**config.mk**
```make
export PLATFORM = sky130hd
export DESIGN_NAME = led_frame_scheduler
export DESIGN_NICKNAME = d
export VERILOG_FILES = /design/src/rtl/led_frame_scheduler.sv
export SDC_FILE = /design/constraint.sdc
export NUM_CORES = 1
export LEC_CHECK = 0
export BUFFER_PORTS_ARGS = -buffer_cell sky130_fd_sc_hd__buf_2
export CAP_MARGIN = 20
export CORE_AREA = 2 2 81 83
export CTS_CLUSTER_DIAMETER = 50
export CTS_CLUSTER_SIZE = 24
export DETAILED_ROUTE_END_ITERATION = 10
export DIE_AREA = 0 0 83 85
export PLACE_DENSITY_LB_ADDON = 0.2
export SYNTH_ARGS = -nofsm -noshare
export SYNTH_HDL_FRONTEND = slang
export SYNTH_SLANG_ARGS = --single-unit
export TNS_END_PERCENT = 20
```
**constraint.sdc**
```tcl
create_clock -name clk -period 2.4 [get_ports clk]
set_input_delay 0.6 -clock clk [delete_from_list [all_inputs] [get_ports clk]]
set_output_delay 0.6 -clock clk [all_outputs]
set_load 0.02 [all_outputs]
```
**src/rtl/led_frame_scheduler.sv**
```systemverilog
// Round-robin scheduler sharing one 16-bit LED shift-out engine between NUM_REQ pattern sources.
// Latency: transfer at cycle T -> sh_start at T+1; one frame in flight, optional dedup and periodic refresh.
// Backpressure: req_ready is only offered in IDLE with the shifter idle; requesters hold valid/data until granted.
module led_frame_scheduler #(
    parameter int NUM_REQ        = 2,
    parameter int GW             = 1,
    parameter int DEDUP          = 1,
    parameter int REFRESH_CYCLES = 0,
    parameter int BUSY_TIMEOUT   = 15
) (
    input  logic                   clk,
    input  logic                   rst,
    input  logic [NUM_REQ-1:0]     req_valid,
    input  logic [16*NUM_REQ-1:0]  req_data,
    output logic [NUM_REQ-1:0]     req_ready,
    output logic [15:0]            sh_data,
    output logic                   sh_start,
    input  logic                   sh_busy,
    output logic [15:0]            cur_frame,
    output logic [GW-1:0]          grant_id,
    output logic                   sched_busy,
    output logic [7:0]             frame_count,
    output logic                   err_timeout
);

    localparam int RW = (REFRESH_CYCLES > 1) ? $clog2(REFRESH_CYCLES) : 1;
    localparam int TW = (BUSY_TIMEOUT > 1) ? $clog2(BUSY_TIMEOUT) : 1;

    typedef enum logic [1:0] {IDLE, START, WAIT_BUSY, WAIT_DONE} state_t;

    state_t          state;
    logic [GW-1:0]   rr_ptr;
    logic [RW-1:0]   refresh_cnt;
    logic [TW-1:0]   timer;
    logic            sent_flag;

    logic [NUM_REQ-1:0] vld_rot;
    logic               win_vld;
    int                 win_idx;
    logic [GW-1:0]      win_id;
    logic [GW-1:0]      next_ptr;
    logic [15:0]        win_data;
    logic               xfer;

    // Rotate valids so bit 0 is the requester at rr_ptr; the first set bit wins.
    always_comb begin
        vld_rot = NUM_REQ'({req_valid, req_valid} >> rr_ptr);
        win_vld = 1'b0;
        win_idx = 0;
        for (int k = 0; k < NUM_REQ; k++) begin
            if (!win_vld && vld_rot[k]) begin
                win_vld = 1'b1;
                win_idx = int'(rr_ptr) + k;
            end
        end
        if (win_idx >= NUM_REQ) begin
            win_idx = win_idx - NUM_REQ;
        end
        win_id   = GW'(win_idx);
        next_ptr = (win_idx == NUM_REQ - 1) ? '0 : GW'(win_idx + 1);
        win_data = '0;
        for (int i = 0; i < NUM_REQ; i++) begin
            if (i == win_idx) begin
                win_data = req_data[16*i +: 16];
            end
        end
        xfer      = !rst && (state == IDLE) && !sh_busy && win_vld;
        req_ready = '0;
        if (xfer) begin
            req_ready = NUM_REQ'(1) << win_id;
        end
    end

    always_ff @(posedge clk) begin
        if (rst) begin
            state       <= IDLE;
            sh_data     <= '0;
            sh_start    <= 1'b0;
            cur_frame   <= '0;
            grant_id    <= '0;
            sched_busy  <= 1'b0;
            frame_count <= '0;
            err_timeout <= 1'b0;
            rr_ptr      <= '0;
            refresh_cnt <= '0;
            timer       <= '0;
            sent_flag   <= 1'b0;
        end else begin
            sh_start <= 1'b0;
            case (state)
                IDLE: begin
                    if (xfer) begin
                        cur_frame   <= win_data;
                        grant_id    <= win_id;
                        rr_ptr      <= next_ptr;
                        refresh_cnt <= '0;
                        // A repeat of what the LEDs already show is accepted but not re-shifted.
                        if (!((DEDUP != 0) && sent_flag && (win_data == cur_frame))) begin
                            sh_data    <= win_data;
                            sh_start   <= 1'b1;
                            sched_busy <= 1'b1;
                            state      <= START;
                        end
                    end else if ((REFRESH_CYCLES != 0) && sent_flag && (req_valid == '0)) begin
                        if (refresh_cnt == RW'(REFRESH_CYCLES - 1)) begin
                            sh_data     <= cur_frame;
                            sh_start    <= 1'b1;
                            sched_busy  <= 1'b1;
                            refresh_cnt <= '0;
                            state       <= START;
                        end else begin
                            refresh_cnt <= refresh_cnt + RW'(1);
                        end
                    end
                end
                START: begin
                    timer <= '0;
                    state <= WAIT_BUSY;
                end
                WAIT_BUSY: begin
                    if (sh_busy) begin
                        state <= WAIT_DONE;
                    end else if (timer == TW'(BUSY_TIMEOUT - 1)) begin
                        err_timeout <= 1'b1;
                        sched_busy  <= 1'b0;
                        state       <= IDLE;
                    end else begin
                        timer <= timer + TW'(1);
                    end
                end
                WAIT_DONE: begin
                    if (!sh_busy) begin
                        frame_count <= frame_count + 8'd1;
                        sent_flag   <= 1'b1;
                        sched_busy  <= 1'b0;
                        state       <= IDLE;
                    end
                end
                default: begin
                    sched_busy <= 1'b0;
                    state      <= IDLE;
                end
            endcase
            if (state != IDLE) begin
                refresh_cnt <= '0;
            end
        end
    end

endmodule

```
### After elaboration in Yosys (flattened, before gate mapping)

Cells that the tools add are included.

| word-level totals | value |
|---|---|
| register bits | 52 |
| input port bits | 37 |
| word-level logic and storage cells | 82 |
| output and inout bits | 46 |

| cells by class | value |
|---|---|
| $lt $le $gt $ge | 1 |
| muxes and demuxes | 25 |
| equal/unequal tests | 14 |
| shifts and indexed selects | 2 |
| add/subtract/negate cells | 5 |
| reduce and logical (&&, ||, !) cells | 20 |
| bitwise logic cells | 4 |

Operator list:

| kind | count |
|---|---|
| 2-bit by 32-bit == test with 1-bit output, first input constant | 1 |
| 32-bit by 2-bit == test with 1-bit output, second input constant | 1 |
| 32-bit by 3-bit >= comparator with 1-bit output, second input constant | 1 |
| 32-bit zero test | 1 |
| 16-bit 2-to-1 mux | 2 |
| 32-bit 2-to-1 mux | 1 |
| 32-bit by 3-bit subtractor with 32-bit output, second input constant | 1 |
| 16-bit == test | 1 |
| 2-bit 2-to-1 mux | 7 |
| 2-bit inequality test, second input constant | 6 |
| 1-bit 2-to-1 mux | 10 |
| 3-bit AND reduction | 3 |
| 8-bit by 1-bit adder with 8-bit output, second input constant | 1 |
| 4-bit 2-to-1 mux | 2 |
| 2-bit case mux with 4 select lines | 1 |
| 4-bit case mux with 2 select lines | 1 |
| 6-bit AND reduction | 1 |
| 1-bit logical AND | 5 |
| 4-bit by 1-bit adder with 4-bit output, second input constant | 1 |
| 2-bit == test, second input constant | 2 |
| 4-bit == test, second input constant | 1 |
| 1-bit NOT | 4 |
| 2-bit AND reduction | 2 |
| 4-bit AND reduction | 1 |
| other kinds (12) | 14 |

### Depth between registers and ports, before layout

| depth | value |
|---|---|
| word-level depth | 15 |
| mapped depth | 12 |
| gate-level depth less buffers | 7 |

### Worst setup path before layout

No wires, ideal clock.

| timing | value |
|---|---|
| kind | input -> register |
| start point | input req_valid[0] |
| end point | register sh_data[6] |
| data required time | 2.263 ns |
| slack | -0.087 ns |
| arrival time | 2.349 ns |
| stages on the path | 11 |
| library setup time | 0.137 ns |
| path buffers | 4 |
| path through | nand2b_1 -> buf_6 -> nand2_4 -> mux2_2 -> a2111oi_0 -> and4_1 -> buf_6 -> a21o_2 -> buf_6 -> buf_12 -> a211oi_2 |

| on the way | value |
|---|---|
| word-level cells in the longest chain between the ends | 14 |
| elaborated cells between the ends (all ways) | 19 |
| classes of those cells | 1 x add/sub; 1 x order compare; 2 x eq/ne; 1 x shift; 7 x mux; 1 x bitwise; 6 x reduce/logical |

Ends and longest elaborated chain:

| what | line | source |
|---|---|---|
| start, declared | 13 | `input logic [NUM_REQ-1:0] req_valid,` |
| 4-bit by 1-bit right shift with 2-bit output (*) | 47 | `vld_rot = NUM_REQ'({req_valid, req_valid} >> rr_ptr);` |
| 1-bit 2-to-1 mux | 51 | `if (!win_vld && vld_rot[k]) begin` |
| 1-bit zero test | 51 |  |
| 1-bit logical AND | 51 |  |
| 2-bit 2-to-1 mux | 51 |  |
| 32-bit by 3-bit subtractor with 32-bit output or 32-bit by 3-bit >= comparator with 1-bit output (tied branches) | 57, 56 |  |
| 32-bit 2-to-1 mux | 56 | `if (win_idx >= NUM_REQ) begin` |
| 32-bit zero test | 63 | `if (i == win_idx) begin` |
| 16-bit 2-to-1 mux (2 in series) | 63 |  |
| 16-bit == test | 98 | `if (!((DEDUP != 0) && sent_flag && (win_data == cur_frame))) begin` |
| 1-bit logical AND | 98 |  |
| 1-bit NOT (no line) | n/a |  |
| 3-bit AND reduction (no line) | n/a |  |
| end signal, assigned | 99 | `sh_data <= win_data;` |
| end signal, assigned | 106 | `sh_data <= cur_frame;` |
| end, declared | 16 | `output logic [15:0] sh_data,` |

Mark *: on every way between the ends. The rest lies on a longest branch, timed or not.
A chain may end at the register's enable or synchronous reset.

### Final worst setup path

| timing | value |
|---|---|
| start point | input req_valid[0] |
| end point | register sh_data[15] |

The elaborated chain is that of the path after synthesis.

==> results.cfg <==
[synth]
ys.warnings.count = 0
synth_edf_count = 0
synth_xor_area_share_pct = 5.03
ys_seq_area_share_pct = 37.3
netlist_area_um2 = 2790
syn_nets = 370
synthAdderAreaFrac_pct = 1.35
synth.distinct_cells = 50
synth-simple-area-share_pct = 21.1
synth-seq-cells = 52
synth_top_family_by_area = compound AO/OA/AOI/OAI gates
ys_dominant_reg_cell = dfxtp_1
syn_avg_cell_area_um2 = 8.45
syn_inst = 330
synth_compound_area_share_pct = 23.8
synth_mux_area_share_pct = 2.38
synth-async-reset-ratio_pct = 0

[critical_path]
crit_type = input pin to register
rr_endpoint = sh_data[15]
critPathArrivalTime_ns = 2.53
r2r_cells = 10
cp_max_fo = 16
cp_cell_sequence = buf_2 -> buf_4 -> and2b_1 -> o21ai_0 -> a21oi_1 -> a2111oi_1 -> and4_2 -> buf_12 -> a211oi_1 -> a211oi_1
max_stage_delay_ns = 0.35
cp-end-kind = register
cp_slowest_cell = a2111oi_1
critPathMostFrequentCell = a211oi_1
reg2reg_from = rr_ptr
cp-start-kind = input pin
r2r_slack_ns = 0.13
crit_required_ns = 2.62

[global_route]
antenna_found_initial = 0
grt_pass1_vias = 2475
grt_max_degree = 52
grt.total_usage_pct = 20.9
grt-ovfl-total = 0
grt_pass1_wl_um = 12000

[min_path]
min_to = sh_data[2]
hold_start = sh_data[2]
hold_depth = 2
hold_path.class = register to register

[drt]
drt-initial-drc-count = 64
highest_layer = met4
via_count = 2661
wl_met2_um = 3200
met1_length_um = 3710
vias_per_cell = 5.27
drt_first_pass_iters = 4
drc = 0
wire_per_inst_um = 14.6
ant_nets = 0
drt-total-wl_um = 7390
met3_wirelength_um = 392

[floorplanning]
dieWidth_um = 83
initial_utilization_pct = 44.9
die_h_um = 85
die_area_um2 = 7060
placementRows = 29
core_um2 = 6200
num_io_pins = 83

[power_and_ir_drop]
vdd_drop_max_mv = 0.262
power_density_nw_per_um2 = 552
p_leak_nw = 1.62

[final_layout]
nets = 467
drive_above_1_share_pct = 33.9
area_delta_synth_final_pct = 27.5
fillers = 587
fin_cells = 505
antennaDiodeCount = 0

[placed_design]
gp_congestion = 0.908
io_buffers = 82
hpwlAfterDp_um = 5700
place_ws_ns = -0.218
dp_cells = 497

[job]
drv_cap = 0

[clock_network]
cts_tree = done
clock_path_buffers = 2
postCtsHoldBufs = 0
cts_max_level = 2
clk_pin_slew_ns = 0.10
clock_latency_ns = 0.31
cts_root_buffer = clkbuf_8
cts_buffers = 5
cts.sinks = 52

[timing]
max-slew-margin-rel_pct = 62.1
fin_crit_ns = 2.31
clock.fmax_mhz = 434
layout_setup_ws_ns = 0.0943
skew_ns = 0.0106
timing.hold.ws_ns = 0.459
rsz0062_at_grt = false
worstMarginPinSlew_ns = 0.569
setup_viol_count_final = 0
finalHoldViolCount = 0
period_share_pct = 96.1
timing.final.max_slew_violations = 0

[run_status]
status = complete, no violations
==> cell type report <==
cell class | count | area (um2) | area share, %
Clock buffer | 5 | 68.8 | 1.94
Clock inverter | 3 | 27.5 | 0.775
Inverter | 30 | 113 | 3.17
Multi-Input combinational cell | 229 | 1570 | 44.2
Sequential cell | 52 | 1040 | 29.3
Tap cell | 77 | 96.3 | 2.71
Timing Repair Buffer | 109 | 638 | 18.0
==> worst max path at each step <==
stage          cells past startpoint     endpoint          from  slack (ns)
2_1_floorplan                     10   sh_data[6]  req_valid[0]     -0.0006
3_3_place_gp                      10   sh_data[4]  req_valid[0]       -0.17
3_5_place_dp                      10  sh_data[15]  req_valid[0]       -0.22
4_1_cts                            9  sh_data[15]        rr_ptr        0.09
5_1_grt                            9   sh_data[5]        rr_ptr       0.004
6_report                          10  sh_data[15]  req_valid[0]        0.09
==> synth_stat cells (all sizes together) (2+ instances only) <==
cell	n	area share (%)
dfxtp	52	37
xor2	12	3.8
nand4	2	0.45
nor3	3	0.54
nor2b	2	0.45
nor2	26	3.5
o31ai	8	2.2
o21ai	11	2.1
clkbuf	10	1.3
mux2	5	2.0
nand2	46	6.5
a211oi	36	11
a221oi	2	0.63
and3	6	1.3
xnor2	4	1.3
nand2b	7	1.6
a2111oi	3	1.6
a22o	3	0.94
nor4	3	1.2
ha	3	1.3
nand3	8	1.4
and4	2	0.63
inv	30	4.0
o22ai	3	0.67
nand3b	9	2.4
a21oi	10	1.9
a21o	4	1.1
buf	9	3.6
==> sequential cells by signal, summed over array words and instances (netlist names), 2 cells and up <==
signal       count
sh_data         16
timer            4
frame_count      8
state            2
cur_frame       16
==> layout by cell type, fill, tap and decap left out, drive strengths merged, types with 2 or more instances in the layout <==
master   netlist  final
nor2b          2      2
and3           6      6
ha             3      3
nor4           3      3
nand3          8      8
buf            9    109
nand2         46     46
xnor2          4      4
and4           2      2
a221oi         2      2
a21o           4      4
dfxtp         52     52
nand4          2      2
o21ai         11     11
a211oi        36     36
o22ai          3      3
a2111oi        3      3
mux2           5      5
nand2b         7      7
xor2          12     12
clkbuf        10      5
nand3b         9      9
inv           30     31
nor3           3      3
a21oi         10     10
o31ai          8      8
nor2          26     26
a22o           3      3
==> repair_timing <==
item	4_1_cts	5_1_grt
resized for setup	0	4
buffers inserted	0	0
setup endpoints to repair	0	18
==> cell families after synthesis <==
logic type               count (synthesis)
AND/OR/NAND/NOR                        118
AO/OA/AOI/OAI                           86
flip-flops                              52
buffers and inverters                   49
XOR/XNOR                                16
multiplexers                             6
adder cells (fa/ha/maj)                  3
==> worst max-delay path, delay by kind of cell <==
| kind | cells | cell delay [ns] |
|---|---|---|
| compound gates | 5 | 0.98 |
| simple gates | 2 | 0.54 |
| buf+inv | 3 | 0.38 |
==> through the flow <==
step	cell area, um2	setup TNS (ns)	utilization, %	power [mW]
3_5_place_dp	3450	-3.89	55.6	1.44
6_report	3550	0	57.3	1.96
2_1_floorplan	2860	-0.00309	-	1.27
4_1_cts	3540	0	57.1	1.98
5_1_grt	3550	0	57.3	2.06
3_3_place_gp	3450	-3.11	55.6	1.44
==> layer usage <==
| layer | vias to the layer above | GRT usage [%] |
|---|---|---|
| met5 | - | 0 |
| met4 | 0 | 5.81 |
| met3 | 8 | 3.79 |
| met2 | 73 | 31.7 |
| met1 | 1234 | 30.5 |
| li1 | 1346 | - |
==> report_power, final <==
part	switching (mW)	leakage (nW)	internal [mW]
registers	0.0391	0.424	0.912
clock network	0.319	0.0463	0.215
logic	0.283	1.15	0.194
total	0.640	1.62	1.32
(Power assumes the default switching activity.)
